$ cat src/rtl/kr_pkg.sv
// Shared types and helpers for the Knight Rider LED scanner.
// Imported by the tick generator and the top-level position FSM.
package kr_pkg;

  typedef enum logic {
    DIR_UP   = 1'b0,
    DIR_DOWN = 1'b1
  } dir_t;

  // Prescaler counter width; never narrower than one bit.
  function automatic int presc_width(input int cycles);
    return (cycles <= 1) ? 1 : $clog2(cycles);
  endfunction

endpackage

$ cat src/rtl/kr_tick_gen.sv
// Prescaler for the scanner: counts 0..STEP_CYCLES-1 and flags the wrap cycle.
// tick is high during the cycle whose closing edge wraps the counter.
module kr_tick_gen
  import kr_pkg::*;
#(
  parameter int STEP_CYCLES = 4_000_000
) (
  input  logic clki,
  input  logic reset,
  output logic tick
);

  localparam int             W    = presc_width(STEP_CYCLES);
  localparam logic [W-1:0]   LAST = W'(STEP_CYCLES - 1);

  logic [W-1:0] cnt_q;
  logic [W-1:0] cnt_d;

  always_comb begin
    cnt_d = cnt_q + W'(1);
    if (cnt_q == LAST) begin
      cnt_d = '0;
    end
  end

  always_ff @(posedge clki) begin
    if (reset) begin
      cnt_q <= '0;
    end else begin
      cnt_q <= cnt_d;
    end
  end

  // With STEP_CYCLES=1 the counter sits at zero and tick stays high.
  assign tick = (cnt_q == LAST);

endmodule

$ cat src/rtl/knight_rider.sv
// 8-LED style scanner: a single lit LED bounces between LSB and MSB,
// advancing one position per prescaler tick; leds is a registered one-hot.
module knight_rider
  import kr_pkg::*;
#(
  parameter int NUM_LEDS    = 8,
  parameter int STEP_CYCLES = 4_000_000
) (
  input  logic                clki,
  input  logic                reset,
  output logic [NUM_LEDS-1:0] leds
);

  localparam int            PW       = $clog2(NUM_LEDS);
  localparam logic [PW-1:0] LAST_POS = PW'(NUM_LEDS - 1);
  localparam logic [PW:0]   NUM_EXT  = (PW+1)'(NUM_LEDS);

  logic tick;

  kr_tick_gen #(
    .STEP_CYCLES (STEP_CYCLES)
  ) u_tick_gen (
    .clki  (clki),
    .reset (reset),
    .tick  (tick)
  );

  logic [PW-1:0]       pos_q;
  logic [PW-1:0]       pos_d;
  dir_t                dir_q;
  dir_t                dir_d;
  logic [NUM_LEDS-1:0] leds_q;
  logic [NUM_LEDS-1:0] leds_d;
  logic [PW:0]         pos_ext;

  assign pos_ext = {1'b0, pos_q};

  // Endpoints turn around immediately so they are never held twice.
  always_comb begin
    pos_d = pos_q;
    dir_d = dir_q;
    if (pos_ext >= NUM_EXT) begin
      pos_d = '0;
      dir_d = DIR_UP;
    end else if (tick) begin
      case (dir_q)
        DIR_UP: begin
          if (pos_q == LAST_POS) begin
            dir_d = DIR_DOWN;
            pos_d = pos_q - PW'(1);
          end else begin
            pos_d = pos_q + PW'(1);
          end
        end
        DIR_DOWN: begin
          if (pos_q == '0) begin
            dir_d = DIR_UP;
            pos_d = PW'(1);
          end else begin
            pos_d = pos_q - PW'(1);
          end
        end
      endcase
    end
  end

  // Decode from the next position so leds lines up with pos_q.
  generate
    for (genvar gi = 0; gi < NUM_LEDS; gi++) begin : g_decode
      assign leds_d[gi] = (pos_d == PW'(gi));
    end
  endgenerate

  always_ff @(posedge clki) begin
    if (reset) begin
      pos_q  <= '0;
      dir_q  <= DIR_UP;
      leds_q <= NUM_LEDS'(1);
    end else begin
      pos_q  <= pos_d;
      dir_q  <= dir_d;
      leds_q <= leds_d;
    end
  end

  assign leds = leds_q;

endmodule

$ cat config.mk
export PLATFORM = sky130hd
export DESIGN_NAME = knight_rider
export DESIGN_NICKNAME = d
export VERILOG_FILES = /design/src/rtl/kr_pkg.sv /design/src/rtl/kr_tick_gen.sv /design/src/rtl/knight_rider.sv
export SDC_FILE = /design/constraint.sdc
export NUM_CORES = 1
export LEC_CHECK = 0
export CAP_MARGIN = 0
export CORE_ASPECT_RATIO = 0.9
export CORE_MARGIN = 3
export CORE_UTILIZATION = 45
export CTS_CLUSTER_DIAMETER = 120
export DETAILED_ROUTE_END_ITERATION = 16
export GPL_ROUTABILITY_DRIVEN = 1
export HOLD_SLACK_MARGIN = 0.08
export PLACE_DENSITY = 0.6
export SETUP_SLACK_MARGIN = 0.3
export SLEW_MARGIN = 30
export SYNTH_ARGS = -nofsm -noshare
export SYNTH_HDL_FRONTEND = slang
export SYNTH_SLANG_ARGS = --single-unit
$ cat constraint.sdc
create_clock -name clki -period 3.85 [get_ports clki]
set_clock_uncertainty 0.1 [all_clocks]
set_input_delay 0.5775 -clock clki [delete_from_list [all_inputs] [get_ports clki]]
set_output_delay 0.5775 -clock clki [all_outputs]
set_load 0.02 [all_outputs]
-- After elaboration in Yosys (flattened, before gate mapping)
Cells that the tools add are included.
- bits in registers: 34
- output and inout port bits: 8
- word-level logic and storage cells: 30
- add/sub/neg operators: 3
- magnitude comparators: 1
- eq/ne operators: 9
- mux-type cells: 8
- bitwise logic cells: 1
- reductions and logical operators: 4
- operators by type and width (kind ; count):
    22-bit by 1-bit adder with 22-bit output, second input constant ; 1
    22-bit equality test, second input constant ; 1
    3-bit equality test, second input constant ; 5
    3-bit 2-to-1 mux ; 4
    3-bit by 2-bit equality test with 1-bit output, second input constant ; 2
    3-bit zero test ; 2
    3-bit one-hot mux with 2 select lines ; 1
    3-bit by 4-bit greater-or-equal comparator with 1-bit output, second input constant ; 1
    2-bit OR reduction ; 2
    3-bit by 1-bit adder with 3-bit output, second input constant ; 1
    3-bit by 1-bit equality test with 1-bit output, second input constant ; 1
    3-bit by 1-bit subtractor with 3-bit output, second input constant ; 1
    1-bit 2-to-1 mux ; 2
    1-bit one-hot mux with 2 select lines ; 1
    1-bit inverter ; 1

-- Logic depth before layout (Yosys ltp)
Gate-level depths: netlist of run 1.
- depth in word-level cells: 6
- mapped depth: 8
- gate-level depth less buffers: 7

-- By module
From an unflattened synthesis of run 1, not the netlist that was laid out.
- cell total of the unflattened synthesis: 168
- area total of the unflattened synthesis: 1574.0 sq um
- modules (own cells, without submodules) (module ; instances ; cells each ; area each (sq um)):
    kr_tick_gen ; 1 ; 118 ; 1024.7
    knight_rider ; 1 ; 50 ; 549.3

-- Worst setup path after synthesis of run 1
No wires, ideal clock.
- path kind: flip-flop to flip-flop
- start point: register u_tick_gen.cnt_q[0]
- end point: register leds_q[2] (netlist: leds[2])
- setup time: 92 ps
- arrival time: 2184 ps
- path slack: 1474 ps
- cell stages (with the launch flop): 8
- path buffers: 1
- period minus slack after synthesis: 2376 ps
- cells stage by stage: dfxtp_1 ha_1 nand4_1 or2_1 buf_2 nor4_4 mux2i_1 nor4bb_1
- longest elaborated chain between the ends: 4
- RTL lines (what ; line ; text):
    start: declaration ; kr_tick_gen.sv:16 ; logic [W-1:0] cnt_q;
    start signal: assignment ; kr_tick_gen.sv:30 ; cnt_q <= cnt_d;
    22-bit equality test ; kr_tick_gen.sv:35 ; assign tick = (cnt_q == LAST);
    3-bit 2-to-1 mux ; knight_rider.sv:45 ; end else if (tick) begin
    3-bit 2-to-1 mux ; knight_rider.sv:42 ; if (pos_ext >= NUM_EXT) begin
    3-bit by 2-bit equality test with 1-bit output ; knight_rider.sv:70 ; assign leds_d[gi] = (pos_d == PW'(gi));
    end signal: assignment ; knight_rider.sv:82 ; leds_q <= leds_d;
    end: declaration ; knight_rider.sv:32 ; logic [NUM_LEDS-1:0] leds_q;
No other way between the ends.
A chain may end at the register's enable or synchronous reset.

-- Final worst setup path of run 1
Same ends and word-level chain as after synthesis.

==> impl_results.md, run 1 <==
- Post-layout util: 0.5652
- Power per cell area: 385.6 mW/mm2
- Fin. max-slew vios: 0
- Clock sink count: 34
- Hold Path End: u_tick_gen.cnt_q[0]$_SDFF_PP0_
- Maximum vdd ir drop: 0.0002992 V
- HPWL Detailed: 2.071 mm
- Core box area: 0.003186 mm2
- Syn Std Cell Area: 0.001568 mm2
- R2r endpoint: leds[2]$_SDFF_PP0_
- Most area-hungry cell type in the Yosys netlist: dfxtp_1
- Drt pass-1 iters: 4
- Placed Area: 0.001688 mm2
- WL per Instance: 13.07 um
- Die area: 0.004229 mm2
- Gate Count Post-Synth: 174
- Row Count: 19
- RSZ-0062 raised after global routing: no
- Clock latency on the worst-skew pair: 280 ps
- Synth unique cells: 30
- Post-CTS resize count: 0
- Place WS: 1278 ps
- Num ports: 10
- Area Growth Syn to Fin: 14.84%
- Worst hold path type: reg -> reg
- Sw Share: 0.1859
- Seq pwr share: 0.514
- Flops & latches, synth: 34
- Beginning of the worst hold path: u_tick_gen.cnt_q[0]$_SDFF_PP0_
- H-tree depth: 2
- Reg clk slew, reported paths: 60 ps
- Syn_nets: 181
- Setup slack, reg-to-reg: 1200 ps
- Hold Violations, Final: 0
- Placer Congestion: 0.8454
- Design area: 0.001800 mm2
- Crit-path slowest cell: nor4_4
- First-pass GRT wire length: 4.954 mm
- Max Clock Freq: 377.9 MHz
- Critical Path End Type: flip-flop
- Max-slew headroom: 0.6366
- Root Buffer: clkbuf_8
- Antenna Nets Post-Route: 0
- Clock power share: 0.468
- Worst setup margin: 1204 ps
- Die Y: 62.00 um
- Ant diodes: 0
- TritonCTS clock tree: yes
- Critical path launch point type: flip-flop
- Avg Inst Size Synth: 9.010 um2
- Layout cells sized above 1: 0.07568
- Area share of the largest cell type after synthesis: 0.4342
- CP Cell Sequence: ha_1, nand4_1, or2_1, nor4_4, mux2i_1, nor4bb_1
- Hold path depth: 1
- CP max FO: 7
- Tightest Pin Transition: 540.1 ps
- Vias in the first global route: 1103
- Dpl cells: 220
- I/O Buffers: 9
- Initial Util: 0.4921
- Die Width: 68.22 um
- Net switching power: 0.1291 mW
- Final wirelength: 2.968 mm
- Routed vias: 1210
- Gr usage total: 0.1650
- Post-route insts no fill: 227
- Initial antenna violation count: 0
- NumNets Final: 192
- TritonCTS Buffers: 5
- Bufs and invs on worst path: 0
- Worst Reg-to-Reg Cells: 6
- Hold_buf cts: 0
- Sequential area share after synthesis: 0.4342
- Total gr overflow: 0
- Combinational power share: 0.018
- Setup violations, final: 0
- Drt initial violations: 89
- Max-cap violation count: 0
- Final Cycle Share: 0.6872
- Ranking of synthesized cells by area: dfxtp_1, nor2_1, xor2_1, xnor2_1, ha_1
- Minimum clock period: 2646 ps
- Vias per cell: 5.330
- Pin count of the biggest net entering global routing: 22
- Status: finished, final reports clean
- Peak per-stage delay on the critical path: 530 ps
- Post CTS Setup Buffer Count: 0
- Worst r2r src: u_tick_gen.cnt_q[0]$_SDFF_PP0_
- Top Family by Delay on Critical Path: simple AND/OR/NAND/NOR gates
- Cell-internal power: 0.5652 mW
- # DRC: 0
- Setup TNS: 0 ps
- Synth Warn #: 0
- Crit path arrival time: 2730 ps
- Longest Clk Path Bufs: 2
- Crit path kind: reg -> reg
- Pleak: 0.6346 nW
- Required @ worst endpoint: 3940 ps
-- sequential cells by signal (all words and copies together), names as in the netlist --
signal / flops
dir_q: 1
leds: 8
pos_q: 3
u_tick_gen.cnt_q: 22
-- worst reg2reg max path: stages (launching register included) --
cell and delay (ps):
dfxtp_1 370, ha_1 240, nand4_1 130, or2_1 310, nor4_4 530, mux2i_1 530
nor4bb_1 340
-- routing by layer --
metal | vias up | GRT usage | share of wire
met1 | 571 | 0.2364 | 0.54
met3 | 4 | 0.07014 | 0.036
met4 | 0 | 0.07365 | 0.013
met2 | 15 | 0.2115 | 0.41
met5 | - | 0 | 0
li1 | 620 | - | -
-- stage by stage --
| step | total power, mW | hold slack [ps] |
|---|---|---|
| finish | 0.6943 | 374.4 |
| CTS | 0.7014 | 379.8 |
| global route | 0.7244 | 421.8 |
| floorplan | 0.3739 | 329.9 |
| global placement | 0.3766 | 344.4 |
| detailed placement | 0.3770 | 364.6 |
-- how the worst max path moves through the flow --
stage / end / slack, ps / start / cells after the start
2_1_floorplan: leds[2]$_SDFF_PP0_ / 1470 / u_tick_gen.cnt_q[0]$_SDFF_PP0_ / 7
3_3_place_gp: leds[2]$_SDFF_PP0_ / 1370 / u_tick_gen.cnt_q[0]$_SDFF_PP0_ / 6
3_5_place_dp: leds[2]$_SDFF_PP0_ / 1280 / u_tick_gen.cnt_q[0]$_SDFF_PP0_ / 6
4_1_cts: leds[2]$_SDFF_PP0_ / 1230 / u_tick_gen.cnt_q[0]$_SDFF_PP0_ / 6
5_1_grt: leds[2]$_SDFF_PP0_ / 1040 / u_tick_gen.cnt_q[0]$_SDFF_PP0_ / 6
6_report: leds[2]$_SDFF_PP0_ / 1200 / u_tick_gen.cnt_q[0]$_SDFF_PP0_ / 6
-- cell usage after synthesis (all sizes together) --
| cell type | n |
|---|---|
| nor3b | 4 |
| nor4bb | 3 |
| xor2 | 13 |
| ha | 5 |
| o21ai | 3 |
| xnor2 | 9 |
| a21oi | 2 |
| nand2b | 1 |
| or4 | 1 |
| a211oi | 2 |
| inv | 6 |
| or2 | 2 |
| nand3 | 5 |
| nor2 | 32 |
| nand2 | 13 |
| buf | 3 |
| mux2 | 2 |
| clkbuf | 2 |
| a21o | 1 |
| nor3 | 3 |
| nor2b | 2 |
| and3 | 2 |
| nor4b | 3 |
| nand4 | 10 |
| mux2i | 5 |
| dfxtp | 34 |
| nor4 | 6 |
-- layout by cell type, fill, tap and decap left out, drive strengths merged, types with 6 or more instances in the layout --
cell type | synthesis | final
nand2 | 13 | 13
nor4 | 6 | 6
inv | 6 | 6
clkbuf | 2 | 6
xnor2 | 9 | 9
nand4 | 10 | 10
nor2 | 32 | 32
dfxtp | 34 | 34
xor2 | 13 | 13
clkdlybuf4s50 | 0 | 9
-- power groups by stage --
stage          clock [mW]  combinational (mW)  sequential [mW]
6_report            0.325              0.0123            0.357
5_1_grt             0.353              0.0139            0.357
3_5_place_dp            0              0.0123            0.365
4_1_cts             0.332              0.0126            0.357
2_1_floorplan           0             0.00952            0.364
3_3_place_gp            0              0.0120            0.365
-- final cells by class --
class,count,area [um2]
clock buffer,6,82.58
timing repair buffer,9,90.09
fill,297,1385
multi-input combinational,129,842.1
sequential,34,680.7
inverter,6,22.52
clock inverter,1,30.03
tap,42,52.55
-- kinds of logic after synthesis --
family,share of synthesized area
flops,0.4342
buf+inv,0.02873
simple gates,0.2969
fa+ha+maj,0.03990
mux,0.04629
xor+xnor,0.1229
compound gates,0.03112
(Power assumes the default switching activity.)
==> run 2: changes to the inputs <==
- clock period: 3.85 -> 2.5 ns (I/O delays scaled with it)
==> impl_results.md, run 2 (synthesized netlist as in run 1, its figures left out) <==
- Reg clk slew, reported paths: 60 ps
- HPWL Detailed: 2.151 mm
- CP max FO: 7
- Initial Util: 0.4921
- Max Clock Freq: 461.3 MHz
- Initial antenna violation count: 0
- Final Power: 0.9930 mW
- Setup TNS: 0 ps
- Worst setup margin: 332.4 ps
- Design area: 0.001996 mm2
- Setup violations, final: 0
- # DRC: 0
- Max-cap violation count: 0
- Core box area: 0.003186 mm2
- Pin count of the biggest net entering global routing: 22
- Layout cells sized above 1: 0.2335
- WHS: 343.1 ps
- I/O Buffers: 9
- TritonCTS clock tree: yes
- First-pass GRT wire length: 5.161 mm
- Total gr overflow: 0
- Area Growth Syn to Fin: 27.29%
- NumNets Final: 203
- Critical path launch point type: flip-flop
- Commonest non-fill, non-tap cell in the layout: nor2_1
- Longest Clk Path Bufs: 2
- Maximum vdd ir drop: 0.0003398 V
- Worst hold path type: reg -> reg
- Commonest cells after routing, fill and taps aside: nor2_1, dfxtp_1, nand2_1, xor2_1
- Dpl cells: 223
- Routed vias: 1260
- WL per Instance: 13.85 um
- Root Buffer: clkbuf_8
- TritonCTS Buffers: 5
- Die Width: 68.22 um
- Place WS: 226.4 ps
- H-tree depth: 2
- Post-route insts no fill: 239
- Hold_buf cts: 0
- Gr usage total: 0.1692
- Hold Violations, Final: 0
- Ant diodes: 0
- Vias per cell: 5.272
- Num ports: 10
- Max-slew headroom: 0.6193
- Pleak: 0.7361 nW
- Critical Path End Type: flip-flop
- Number of flip-flops in the largest register: 22
- Final wirelength: 3.310 mm
- Crit path arrival time: 2270 ps
- Row Count: 19
- Clock latency on the worst-skew pair: 290 ps
- Die Y: 62.00 um
- Placed Area: 0.001748 mm2
- Final Cycle Share: 0.8670
- Fin. max-slew vios: 0
- Minimum clock period: 2168 ps
- Vias in the first global route: 1133
- Status: finished, final reports clean
- Drt pass-1 iters: 4
- Crit path kind: reg -> reg
- Largest Register: u_tick_gen.cnt_q
- Antenna Nets Post-Route: 0
- Drt initial violations: 48
- Clock sink count: 34
- Placer Congestion: 0.8700
- Power per cell area: 497.6 mW/mm2
- RSZ-0062 raised after global routing: yes
- Post-layout util: 0.6265
- Die area: 0.004229 mm2
- Tightest Pin Transition: 566.7 ps
- Required @ worst endpoint: 2600 ps
run 2: cell types whose count changed in the layout (fill, tap and decap cells not counted), sizes merged:
cell    change
buf        +11
bufinv      -1
clkbuf      +1
clkinv      +1
run 2: area by class of cell:
class,count,area (um2)
Inverter,6,22.52
Timing Repair Buffer,20,176.4
Sequential cell,34,694.4
Fill cell,271,1190
Multi-Input combinational cell,129,958.4
Clock inverter,1,5.005
Clock buffer,7,86.33
Tap cell,42,52.55
run 2: timing repair:
item | CTS | global route
resized for setup | 6 | 14
buffers inserted | 1 | 7
pin swaps | 1 | 4
endpoints found under the setup margin | 2 | 25
run 2: metal layers:
| layer | GRT usage | wire length, um | vias to the layer above | part of all wire |
|---|---|---|---|---|
| met5 | 0 | 0 | - | 0 |
| met4 | 0.06799 | 47 | 0 | 0.014 |
| met3 | 0.05755 | 139 | 5 | 0.042 |
| met2 | 0.2390 | 1520 | 20 | 0.46 |
| met1 | 0.2359 | 1602 | 595 | 0.48 |
| li1 | - | - | 640 | - |
run 2: worst paths after layout:
path                                                      from                        endpoint  slack, ps  depth (start not counted)
worst max register to register  u_tick_gen.cnt_q[0]$_SDFF_PP0_              leds[2]$_SDFF_PP0_        330                          7
worst max-delay path            u_tick_gen.cnt_q[0]$_SDFF_PP0_              leds[2]$_SDFF_PP0_        330                          7
worst min-delay path            u_tick_gen.cnt_q[0]$_SDFF_PP0_  u_tick_gen.cnt_q[0]$_SDFF_PP0_        340                          1
worst min register to register  u_tick_gen.cnt_q[0]$_SDFF_PP0_  u_tick_gen.cnt_q[0]$_SDFF_PP0_        340                          1
run 2: report_power, final:
group,total [mW],switching (mW),internal (mW)
sequential,0.551,0.00484,0.546
combinational,0.0286,0.0157,0.0128
clock,0.414,0.192,0.222
total,0.993,0.212,0.781
run 2: critical path, stage by stage (launching register included):
cell and delay, ps:
dfxtp_4 370, ha_4 130, nand4_1 120, or2_4 290, nor4_4 260, buf_6 200
mux2i_4 300, nor4bb_4 320
